===== config.mk =====
export PLATFORM = sky130hd
export DESIGN_NAME = seq_pattern_counter
export DESIGN_NICKNAME = d
export VERILOG_FILES = /design/src/rtl/seq_pattern_counter.sv
export SDC_FILE = /design/constraint.sdc
export NUM_CORES = 1
export LEC_CHECK = 0
export ABC_AREA = 1
export CAP_MARGIN = 20
export CORE_ASPECT_RATIO = 0.8
export CORE_MARGIN = 2
export CORE_UTILIZATION = 35
export DETAILED_ROUTE_END_ITERATION = 7
export MAX_ROUTING_LAYER = met4
export SLEW_MARGIN = 20
export SYNTH_ARGS = -nofsm -noshare
export SYNTH_HDL_FRONTEND = slang
export SYNTH_SLANG_ARGS = --single-unit

===== constraint.sdc =====
create_clock -name i_clk -period 3.2 [get_ports i_clk]
set_input_delay 0.64 -clock i_clk [delete_from_list [all_inputs] [get_ports i_clk]]
set_output_delay 0.64 -clock i_clk [all_outputs]
set_load 0.1 [all_outputs]

===== src/rtl/seq_pattern_counter.sv =====
// Serial pattern detector with a saturating event counter and a runtime-loadable pattern.
// Define SEQ_PATTERN_CNT_BCD_EN to add the registered 4-digit BCD view of the count (o_bcd).
module seq_pattern_counter #(
  parameter int               PAT_W    = 4,
  parameter int               CNT_W    = 8,
  parameter logic [PAT_W-1:0] PAT_INIT = 4'b0101
) (
  input  logic             i_clk,
  input  logic             i_rst,
  input  logic             i_valid,
  input  logic             i_bit,
  input  logic             i_overlap,
  input  logic [PAT_W-1:0] i_pat,
  input  logic             i_pat_load,
  input  logic             i_clr,
  output logic             o_det,
  output logic [CNT_W-1:0] o_cnt,
`ifdef SEQ_PATTERN_CNT_BCD_EN
  output logic [15:0]      o_bcd,
`endif
  output logic             o_of
);

  localparam int               FILL_W   = $clog2(PAT_W);
  localparam logic [FILL_W-1:0] FILL_MAX = FILL_W'(PAT_W - 1);
  localparam logic [CNT_W-1:0]  CNT_MAX  = '1;

  logic [PAT_W-1:0]  pat_q, pat_d;
  logic [PAT_W-2:0]  hist_q, hist_d;
  logic [FILL_W-1:0] fill_q, fill_d;
  logic [CNT_W-1:0]  cnt_q, cnt_d;
  logic              of_q, of_d;
  logic              det_q;
  logic [PAT_W-1:0]  window;
  logic              match;

  // Candidate window: history plus the incoming bit, oldest bit at the MSB.
  assign window = {hist_q, i_bit};
  assign match  = i_valid && !i_pat_load && (window == pat_q) && (fill_q == FILL_MAX);

  always_comb begin
    pat_d  = pat_q;
    hist_d = hist_q;
    fill_d = fill_q;
    if (i_pat_load) begin
      pat_d  = i_pat;
      hist_d = '0;
      fill_d = '0;
    end else if (i_valid) begin
      hist_d = window[PAT_W-2:0];
      if (match && !i_overlap)
        fill_d = '0;
      else if (fill_q != FILL_MAX)
        fill_d = fill_q + 1'b1;
    end
  end

  always_comb begin
    cnt_d = cnt_q;
    of_d  = of_q;
    if (i_clr) begin
      cnt_d = '0;
      of_d  = 1'b0;
    end else if (match) begin
      if (cnt_q == CNT_MAX) of_d  = 1'b1;
      else                  cnt_d = cnt_q + 1'b1;
    end
  end

  always_ff @(posedge i_clk) begin
    if (i_rst) begin
      pat_q  <= PAT_INIT;
      hist_q <= '0;
      fill_q <= '0;
      cnt_q  <= '0;
      of_q   <= 1'b0;
      det_q  <= 1'b0;
    end else begin
      pat_q  <= pat_d;
      hist_q <= hist_d;
      fill_q <= fill_d;
      cnt_q  <= cnt_d;
      of_q   <= of_d;
      det_q  <= match;
    end
  end

  assign o_det = det_q;
  assign o_cnt = cnt_q;
  assign o_of  = of_q;

`ifdef SEQ_PATTERN_CNT_BCD_EN
  generate
    if (CNT_W > 13) begin : g_cnt_w_chk
      $error("seq_pattern_counter: CNT_W must be <= 13 when BCD output is enabled");
    end
  endgenerate

  logic [15:0] bcd_q, bcd_d;

  // Double-dabble on the registered count, so o_bcd trails o_cnt by one cycle.
  always_comb begin
    bcd_d = '0;
    for (int i = CNT_W - 1; i >= 0; i--) begin
      for (int d = 0; d < 4; d++)
        if (bcd_d[d*4 +: 4] >= 4'd5) bcd_d[d*4 +: 4] = bcd_d[d*4 +: 4] + 4'd3;
      bcd_d = {bcd_d[14:0], cnt_q[i]};
    end
  end

  always_ff @(posedge i_clk) begin
    if (i_rst) bcd_q <= '0;
    else       bcd_q <= bcd_d;
  end

  assign o_bcd = bcd_q;
`endif

endmodule


# Word level (Yosys, flattened, before mapping)
# Cells that the tools add are included.
[classes]
bitwise = 1
eq_ne = 4
mul = 0
div_mod_pow = 0
n_shift = 0
muxes = 2
n_lt_le_gt_ge = 0
add_sub_neg = 2
reduce_logical = 12
[ops]
columns = ["op", "count"]
rows = [
  ["$add A8 B1 Y8 const B", 1],
  ["$eq A8 B8 Y1 const B", 1],
  ["$reduce_and A2 Y1", 3],
  ["$eq A4 B4 Y1", 1],
  ["$logic_and A1 B1 Y1", 4],
  ["$mux W2", 2],
  ["$reduce_or A2 Y1", 2],
  ["$add A2 B1 Y2 const B", 1],
  ["$eq A2 B2 Y1 const B", 1],
  ["$logic_not A1 Y1", 2],
  ["$ne A2 B2 Y1 const B", 1],
  ["$reduce_bool A2 Y1", 1],
  ["$not A1 Y1", 1],
]
[totals]
n_memories = 0
mem_bits_rw = 0
reg_bits = 19
latchBits = 0
inputBits = 11
elab_cells = 27
romBits = 0
out_inout_bits = 10

# Logic depth before layout (Yosys ltp)
[logic_depth]
word_depth = 7
mapped_depth = 10
mapped_depth_nobuf = 9

# Worst setup path before layout
# Ideal clock, no wire load.
[synth_timing]
path_type = "register -> register"
from = "register cnt_q[0], in the netlist o_cnt[0]"
to = "register cnt_q[1], in the netlist o_cnt[1]"
arrival_time_ps = 2126
period_less_slack_ps = 2244
path_buffers = 1
setup_ps = 118
t_required_ps = 3082
path_stages_with_launch = 8
setup_slack_ps = 956
cell_sequence = "dfxtp_1 > ha_1 > nand3_1 > nor3_1 > nor2_2 > buf_6 > o21ai_0 > nor2_1"
[synth_via]
elab_chain_cells = 3
elab_cells_between_ends = 4
classes_between = "1 x add/sub; 1 x eq/ne; 1 x bitwise; 1 x reduce/logical"
[synth_lines]
columns = ["element", "line_no", "source"]
rows = [
  ["from (decl)", "31", "logic [CNT_W-1:0] cnt_q, cnt_d;"],
  ["from (signal assigned)", "82", "cnt_q <= cnt_d;"],
  ["parallel branches: the longest is 3 deep, another holds $add A8 B1 Y8", "n/a", ""],
]
# Several ways; the timed one is not identified.
# A chain may end at the register's enable or synchronous reset.

# Worst setup path in the final report
[layout_timing]
from = "input port i_valid"
to = "register cnt_q[1], in the netlist o_cnt[1]"
[layout_via]
elab_chain_cells = 4
[layout_lines]
columns = ["element", "line_no", "source"]
rows = [
  ["from (decl)", "10", "input logic i_valid,"],
  ["$logic_and A1 B1 Y1 (3 in series)", "39", "assign match = i_valid && !i_pat_load && (window == pat_q) && (fill_q == FILL_MAX);"],
  ["$reduce_and A2 Y1 (no line)", "n/a", ""],
]
# Every way passes these cells.

==> impl_metrics.csv <==
group,metric,value,unit
run_status,status,"finished clean",
yosys,syn-num-nets,137,
yosys,ys_types,16,
final_layout,fin_nets,161,
global_routing,grt_pass1_wl,3240,µm
clock_network,clk_pin_slew_worst_paths,0.11,ns
timing,skew,0.00963,ns
critical_path,critPathArrivalTime,2.39,ns
min_path,worstHoldPathType,"flip-flop to flip-flop",
floorplan,ios,21,
timing,worst_slack,1.02,ns
final_layout,drive_above_1_share,0.129,
route,routed_wl,1780,µm
clock_network,cts_max_level,1,
floorplan,die_h,49.0,µm
final_layout,fin_cells,183,
clock_network,worst_skew_pair.late_latency,0.30,ns
run,cap_violations,0,
critical_path,cp.required,3.41,ns
timing,period_share,0.681,
clock_network,tritoncts,"yes",
route,drc_errors,0,
route,drtIter0Drc,45,
yosys,ys_seq_area_frac,0.429,
clock_network,cts-buffers-inserted,3,
global_routing,grt_max_degree,14,
critical_path,crit_path_end_kind,"flip-flop",
place,dp_cells,179,
place,place.port_buffers,20,
global_routing,grt-ovfl-total,0,
floorplan,initial_utilization,0.366,
clock_network,ctsResizeCount,0,
yosys,syn_area,887,µm²
clock_network,cts.sinks,19,
clock_network,cts_root_buf,"clkbuf_4",
timing,slew_headroom,0.685,
final_layout,final_util,0.464,
power_and_ir_drop,ir_drop,0.226,mV
floorplan,rows,16,
final_layout,area_growth,26.7,%
timing,worstMarginPinSlew,0.472,ns
yosys,yosysWarnings,0,
route,vias,812,
clock_network,post-cts-setup-buffer-count,0,
global_routing,grt_pass1_vias,711,
yosys,syn_area_per_cell,7.15,µm²
floorplan,core_area,2420,µm²
floorplan,die-width,60.3,µm
critical_path,worst-path-max-fanout,13,
final_layout,diodes,0,
timing,hold_viol,0,
final_layout,final_common_cell,"nand2_1",
route,firstDrtPassIters,4,
yosys,synth_seq_cells,19,
place,post-place-ws,0.720,ns
power_and_ir_drop,cellLeakagePower,0.000492,µW
timing,final.setup.tns,0,ns
route,drtAntennaViolNets,0,
route,routedWlPerCell,9.70,µm
critical_path,startpoint_type,"input pin",
clock_network,cts_hold_buf,0,
final_layout,nFillCells,252,
timing,max_clock_freq,459,MHz
timing,drv_slew,0,
clock_network,clockBufferDepth,2,
final_layout,final_cell_mix,"27 x nand2_1, 19 x dfxtp_1, 16 x inv_1",
power_and_ir_drop,p_total,409,µW
global_routing,antenna_found_initial,0,
yosys,synthCells,124,
global_routing,grt.total_usage,0.151,
timing,min_period,2.18,ns
timing,rsz0062_at_grt,"false",
route,viasPerCell,4.44,
place,dpl.hpwl,1400,µm
critical_path,path_class,"input pin to flip-flop",
place,routabilityCongestion,0.742,
timing,setup_violations,0,
power_and_ir_drop,power-per-cell-area,364,nW/µm²
floorplan,dieArea,2960,µm²
critical path: stages:
cell,delay (ns)
clkdlybuf4s50_1,0.62
nand3_2,0.11
nor2_2,0.16
nand3_2,0.11
nor2_2,0.39
inv_1,0.17
nor2_1,0.12
nor2_1,0.05
cells in the mapped netlist (all sizes together):
cell,n,area [µm²]
buf,1,11.3
ha,2,25.0
nor3,1,5.00
nand4,3,18.8
xnor2,4,35.0
dfxtp,19,380
nand2,27,101
o21a,1,7.51
nor2,17,68.8
a21oi,15,75.1
o21ai,7,35.0
inv,17,63.8
nand3,10,60.1
flip-flops by register name (all words and copies together), names as in the netlist:
name    cells
fill_q      2
o_det       1
hist_q      3
o_cnt       8
pat_q       4
o_of        1
report_power, final:
| group | internal [µW] | leakage, µW | switching [µW] |
|---|---|---|---|
| Clock | 46.6 | 0.0000177 | 74.5 |
| Sequential | 242 | 0.000155 | 3.57 |
| Combinational | 20.4 | 0.000319 | 21.1 |
through the flow:
stage	area [µm²]	hold slack, ns
floorplan	887	0.447
global placement	1100	0.466
detailed placement	1100	0.474
CTS	1120	0.494
global route	1120	0.517
finish	1120	0.491
kinds of logic after synthesis:
family,Yosys count,share of synthesized area
AND/OR/NAND/NOR,58,0.286
flip-flops,19,0.429
XOR/XNOR,4,0.0395
adder cells (fa/ha/maj),2,0.0282
buffers and inverters,18,0.0846
AO/OA/AOI/OAI,23,0.133
cell type report:
class	instances	area [µm²]	area share
Sequential cell	19	380	0.339
Timing Repair Buffer	20	175	0.156
Tap cell	36	45.0	0.0401
Multi-Input combinational cell	87	432	0.384
Clock buffer	3	22.5	0.0200
Clock inverter	1	5.00	0.00445
Inverter	17	63.8	0.0568
final timing paths:
check / startpoint / to / slack, ns / cells after the start
worst max-delay path: i_valid / o_cnt[1] / 1.02 / 8
worst min-delay path: hist_q[0] / hist_q[0] / 0.49 / 2
worst max register to register: fill_q[0] / o_cnt[1] / 1.43 / 8
worst min register to register: hist_q[0] / hist_q[0] / 0.49 / 2
layer usage:
metal	global-route usage	share of wire
met3	0.0716	0.055
met1	0.229	0.54
met2	0.181	0.40
met5	-	0
met4	0.0222	0.0051
Power figures use the tool's default switching activity.
